`config.mk`:
```
export PLATFORM = sky130hd
export DESIGN_NAME = front_panel
export DESIGN_NICKNAME = d
export VERILOG_FILES = /design/src/rtl/front_panel.sv
export SDC_FILE = /design/constraint.sdc
export NUM_CORES = 1
export LEC_CHECK = 0
export ABC_CLOCK_PERIOD_IN_PS = 2750
export CAP_MARGIN = 10
export CORE_MARGIN = 1
export CORE_UTILIZATION = 30
export CTS_CLUSTER_DIAMETER = 150
export DETAILED_ROUTE_END_ITERATION = 8
export PLACE_DENSITY = 0.54
export SLEW_MARGIN = 20
export SYNTH_ARGS = -nofsm -noshare
export SYNTH_HDL_FRONTEND = slang
export SYNTH_SLANG_ARGS = --single-unit
export TNS_END_PERCENT = 10
```
`constraint.sdc`:
```
create_clock -name clk -period 2.75 [get_ports clk]
set_input_delay 0.55 -clock clk [delete_from_list [all_inputs] [get_ports clk]]
set_output_delay 0.55 -clock clk [all_outputs]
set_load 0.02 [all_outputs]
```
`src/rtl/front_panel.sv`:
```
// front_panel: debounced buttons/mode switch, CPU clock generator (auto/manual with halt) and registered LED drive
module front_panel #(
  parameter int N_BTN          = 4,
  parameter int DB_CYCLES      = 270000,
  parameter int AUTO_DIV       = 13500000,
  parameter bit BTN_ACTIVE_LOW = 1'b0,
  parameter int LED_W          = 6,
  parameter bit LED_ACTIVE_LOW = 1'b1
) (
  input  logic             clk,
  input  logic             rst_n,
  input  logic [N_BTN-1:0] btn_raw,
  input  logic             mode_raw,
  input  logic             halt,
  input  logic [LED_W-1:0] led_in,
  output logic [N_BTN-1:0] btn_level,
  output logic [N_BTN-1:0] btn_press,
  output logic             mode_level,
  output logic             cpu_clk,
  output logic             cpu_clk_rise,
  output logic [LED_W-1:0] led_out
);
  localparam int NI = N_BTN + 1;
  localparam int CW = $clog2(DB_CYCLES) + 1;
  localparam int DW = $clog2(AUTO_DIV) + 1;
  logic [NI-1:0] s1, s2, stable;
  logic [DW-1:0] div, div_nxt;
  logic mode_q, chg, tc, clk_nxt;
  always_ff @(posedge clk or negedge rst_n)
    if (!rst_n) begin
      s1 <= '0;
      s2 <= '0;
    end else begin
      s1 <= {mode_raw, btn_raw} ^ {NI{BTN_ACTIVE_LOW}};
      s2 <= s1;
    end
  // mode switch shares the debouncer as the top bit
  for (genvar i = 0; i < NI; i++) begin : g_db
    logic [CW-1:0] cnt;
    logic st, acc;
    assign acc = s2[i] != st && cnt == CW'(DB_CYCLES - 1);
    assign stable[i] = st;
    always_ff @(posedge clk or negedge rst_n)
      if (!rst_n) begin
        cnt <= '0;
        st  <= 1'b0;
      end else begin
        cnt <= (s2[i] == st || acc) ? '0 : cnt + 1'b1;
        st  <= acc ? s2[i] : st;
      end
    if (i < N_BTN) begin : g_pr
      logic pr;
      assign btn_press[i] = pr;
      always_ff @(posedge clk or negedge rst_n)
        if (!rst_n) pr <= 1'b0;
        else pr <= acc & s2[i];
    end
  end
  assign btn_level  = stable[N_BTN-1:0];
  assign mode_level = stable[N_BTN];
  // a mode change freezes cpu_clk for one cycle while the divider restarts
  always_comb begin
    chg     = mode_level != mode_q;
    tc      = div == DW'(AUTO_DIV - 1);
    div_nxt = (chg || !mode_level || tc) ? '0 : div + 1'b1;
    clk_nxt = chg ? cpu_clk :
              mode_level ? (tc ? (~cpu_clk & ~halt) : cpu_clk) :
              btn_level[0] & ~(halt & ~cpu_clk);
  end
  always_ff @(posedge clk or negedge rst_n)
    if (!rst_n) begin
      div          <= '0;
      mode_q       <= 1'b0;
      cpu_clk      <= 1'b0;
      cpu_clk_rise <= 1'b0;
      led_out      <= {LED_W{LED_ACTIVE_LOW}};
    end else begin
      div          <= div_nxt;
      mode_q       <= mode_level;
      cpu_clk      <= clk_nxt;
      cpu_clk_rise <= clk_nxt & ~cpu_clk;
      led_out      <= led_in ^ {LED_W{LED_ACTIVE_LOW}};
    end
endmodule

```
After elaboration in Yosys (flattened, before gate mapping):

Index checks and enable logic that the tools add are counted.

* bits in registers: 153
* bits of input ports: 14
* output and inout port bits: 17
* logic and storage cells: 78

* add/sub/neg operators: 6
* eq/ne operators: 17
* multiplexer cells: 9
* bitwise gates (word level): 12
* reduce and logical (&&, ||, !) cells: 13

Operators by type and width (number)
* $add A20 B1 Y20 const B: 5
* $eq A20 B19 Y1 const B: 5
* $mux W20: 5
* $add A25 B1 Y25 const B: 1
* $eq A25 B24 Y1 const B: 1
* $mux W25: 1
* $and A1 B1 Y1: 8
* $logic_or A1 B1 Y1: 7
* $ne A1 B1 Y1: 6
* $not A6 Y6: 1
* $eq A1 B1 Y1: 5
* $logic_and A1 B1 Y1: 5
* $mux W1: 3
* $not A1 Y1: 3
* $logic_not A1 Y1: 1

Logic depth before layout (Yosys ltp):

* word-level depth: 7
* gate-level depth with buffers: 6
* mapped depth without buffers: 5

Worst setup path after synthesis:

OpenSTA, ideal clock, no wires.

* kind: reg2reg
* from: register div[0]
* to: register div[18]
* library setup time: 95 ps
* data arrival time: 1966 ps
* setup slack: 688 ps
* stages on the path, launching flop included: 7
* path buffers: 1
* period minus slack after synthesis: 2062 ps
* path through: dfrtp_1 -> ha_1 -> nand4_1 -> or4_1 -> buf_2 -> or4b_1 -> o31ai_1

* longest elaborated chain between the ends: 3

RTL lines
* from (decl): line 27 `logic [DW-1:0] div, div_nxt;`
* from (signal assigned): line 78 `div <= div_nxt;`
* branches (longest 2 deep; another with $add A25 B1 Y25)
* $mux W25 *: line 65 `div_nxt = (chg || !mode_level || tc) ? '0 : div + 1'b1;`
* named net div_nxt[18]: line 27

Mark *: on every way through the listed nets, which the timed path passes.
A chain may end at the register's enable or synchronous reset.

Final worst setup path:

Same ends and word-level chain as after synthesis.

==> reports/qor.yml <==
status: "finished clean"
fin_area_mm2: 0.00858
total_power_mw: 4.77
gp_congestion: 0.727
yosysWarnings: 0
drtPass1Iterations: 4
grt_pass1_vias: 5192
cp.arrival_ns: 2.58
peakVddDrop_mv: 0.359
finish.utilization: 0.362
diodes: 0
synth_top_cells_by_count: "dfrtp_1, nor2_1, nand3_1, xnor2_1, a21oi_1"
fin_cells: 1096
ys_seq_elements: 153
final.min_clock_period_ns: 2.25
pin_count: 31
syn_area_per_cell_um2: 10.0
combPwrFrac: 0.033
tightestPinTransition_ns: 0.541
fin_skew_ns: 0.00867
final-hold-violation-count: 0
slew_headroom: 0.636
syn2layout_area_growth_pct: 17.7
num_vias: 5270
rsz0062_at_grt: "false"
slew_violations: 0
grt-ovfl-total: 0
place_inst: 1064
wl_per_cell_um: 12.9
die_h_um: 158
drcViolationCount: 0
cp.required_ns: 3.08
yosys.cell_count.top_type: "dfrtp_1"
async_reset_ff_frac: 1.00
path_clk_slew_ns: 0.07
path_max_fanout: 11
ctsHtreeMaxLevel: 4
cts_hold_buf: 0
dieArea_mm2: 0.0249
criticalPathCategory: "reg -> reg"
p_int_mw: 3.64
initial_core_util: 0.308
p_sw_frac: 0.237
clkPwrFrac: 0.483
cts_inserted_buffers: 17
synth_area_mm2: 0.00729
power_frac_seq: 0.484
grt_antenna_before_repair: 0
io_buffer_count: 30
syn-num-nets: 747
drtIter0Drc: 211
setup_viol: 0
ys.flop_type: "dfrtp_1"
grt_pass1_wl_mm: 25.1
fin_tns_setup_ns: 0
fillerInstances: 2410
ctsResizeCount: 0
clk_path_buf_depth: 2
finalCritPeriodShare: 0.819
synth_edf_count: 0
start_kind: "flop"
syn_inst: 726
nets: 785
synth_top_area_share: 0.505
worst_skew_pair.late_latency_ns: 0.42
p_sw_mw: 1.13
yosysUniqueCellTypes: 48
cap_violations: 0
cts_setup_buffers: 0
endpoint_kind: "flop"
ant_nets: 0
place_hpwl_mm: 9.37
power_leakage_nw: 3.35
ys_seq_area_frac: 0.526
wirelength_mm: 14.1
yosysTopAreaCell: "dfrtp_1"
die_x_um: 158
cts_tree: "built"
placed_cell_area_mm2: 0.00800
layout-drive-gt1-share: 0.0927
fp.coreArea_mm2: 0.0237
p_per_area_mw_per_mm2: 556
hold_path_class: "in -> async"
fp-row-count: 56
max_freq_mhz: 444
clkSinkCount: 153
grt_max_degree: 49
grt_util_all_layers: 0.126
ys_top_cells_by_area: "dfrtp_1, xnor2_1, nor2_1"
vias_per_cell: 4.81
root_buffer: "clkbuf_16"
-- through the flow --
step                hold slack [ns]  setup WS (ns)
detailed placement            0.336          0.487
global placement              0.332          0.538
CTS                          0.0497          0.474
global route                 0.0699          0.250
finish                       0.0387          0.497
floorplan                     0.254          0.688
-- cells in the final DEF (no fill, tap or decap), types with 2 or more instances in the layout --
master	netlist	routed
a21oi_1	41	41
and2_1	7	7
and3_1	7	7
and4_1	16	16
buf_4	8	13
clkbuf_16	0	17
clkdlybuf4s50_1	0	29
clkinv_4	0	3
clkinvlp_4	0	2
dfrtp_1	147	147
dfstp_2	6	6
ha_1	7	7
inv_1	28	28
inv_6	0	6
mux2_2	3	3
nand2_1	35	35
nand3_1	45	45
nand4_1	28	28
nor2_1	94	94
nor3_1	11	11
nor4_1	21	21
nor4b_1	2	2
nor4bb_1	5	5
o21ai_0	29	28
o21ai_1	1	2
o31ai_1	16	16
o41ai_2	0	3
or2_2	3	3
or3_1	29	29
or3b_2	3	3
or4_1	17	17
or4b_1	5	5
xnor2_1	42	42
xor2_1	33	33
-- registers in the layout, indices dropped and copies added (netlist names) --
name,count
led_out,6
s2,5
div,25
mode_q,1
g_db.g_pr.pr,4
cpu_clk,1
g_db.st,4
mode_level,1
g_db.cnt,100
cpu_clk_rise,1
s1,5
-- routing by layer --
layer	part of all wire	GRT usage	vias up	wire (µm)
met1	0.51	0.169	2543	7200
li1	-	-	2673	-
met4	0.015	0.0499	0	210
met5	0	0	-	0
met2	0.45	0.199	43	6370
met3	0.024	0.0257	11	335
-- final timing paths --
check / cells past startpoint / endpoint / slack [ns] / start
min: 1 / g_db[3].cnt[10] / 0.04 / rst_n
max reg2reg: 5 / div[18] / 0.50 / div[0]
max: 5 / div[18] / 0.50 / div[0]
max in group asynchronous: 2 / led_out[1] / 1.91 / rst_n
min reg2reg: 0 / s2[0] / 0.35 / s1[0]
min in group clk: 0 / s2[0] / 0.35 / s1[0]
-- power groups by stage --
stage / Sequential [mW] / Clock (mW) / Combinational, mW
after detailed placement: 2.35 / 0 / 0.166
final: 2.31 / 2.30 / 0.160
after global placement: 2.35 / 0 / 0.165
after floorplan: 2.35 / 0 / 0.0557
after global routing: 2.31 / 2.49 / 0.184
after CTS: 2.31 / 2.39 / 0.167
-- critical path, cell delays in order, from the launching register on --
cell     delay, ns
dfrtp_1       0.43
ha_1          0.25
nand4_1       0.16
or4_1         0.72
or4b_1        0.52
o31ai_1       0.08
-- layout make-up --
| class | instances | area [µm²] | share of cell area |
|---|---|---|---|
| Clock buffer | 19 | 443 | 0.0516 |
| Clock inverter | 13 | 135 | 0.0158 |
| Inverter | 28 | 105 | 0.0123 |
| Multi-Input combinational cell | 520 | 3240 | 0.378 |
| Sequential cell | 153 | 3840 | 0.447 |
| Tap cell | 319 | 399 | 0.0465 |
| Timing Repair Buffer | 44 | 419 | 0.0489 |
-- cell families after synthesis --
kind of cell | count (synthesis) | share of synthesized area
AND/OR/NAND/NOR | 338 | 0.257
flip-flops | 153 | 0.526
adder cells (fa/ha/maj) | 7 | 0.0120
buffers and inverters | 53 | 0.0324
XOR/XNOR | 75 | 0.0901
multiplexers | 4 | 0.00618
AO/OA/AOI/OAI | 96 | 0.0761
No activity file was read; power rests on OpenSTA's default activity.
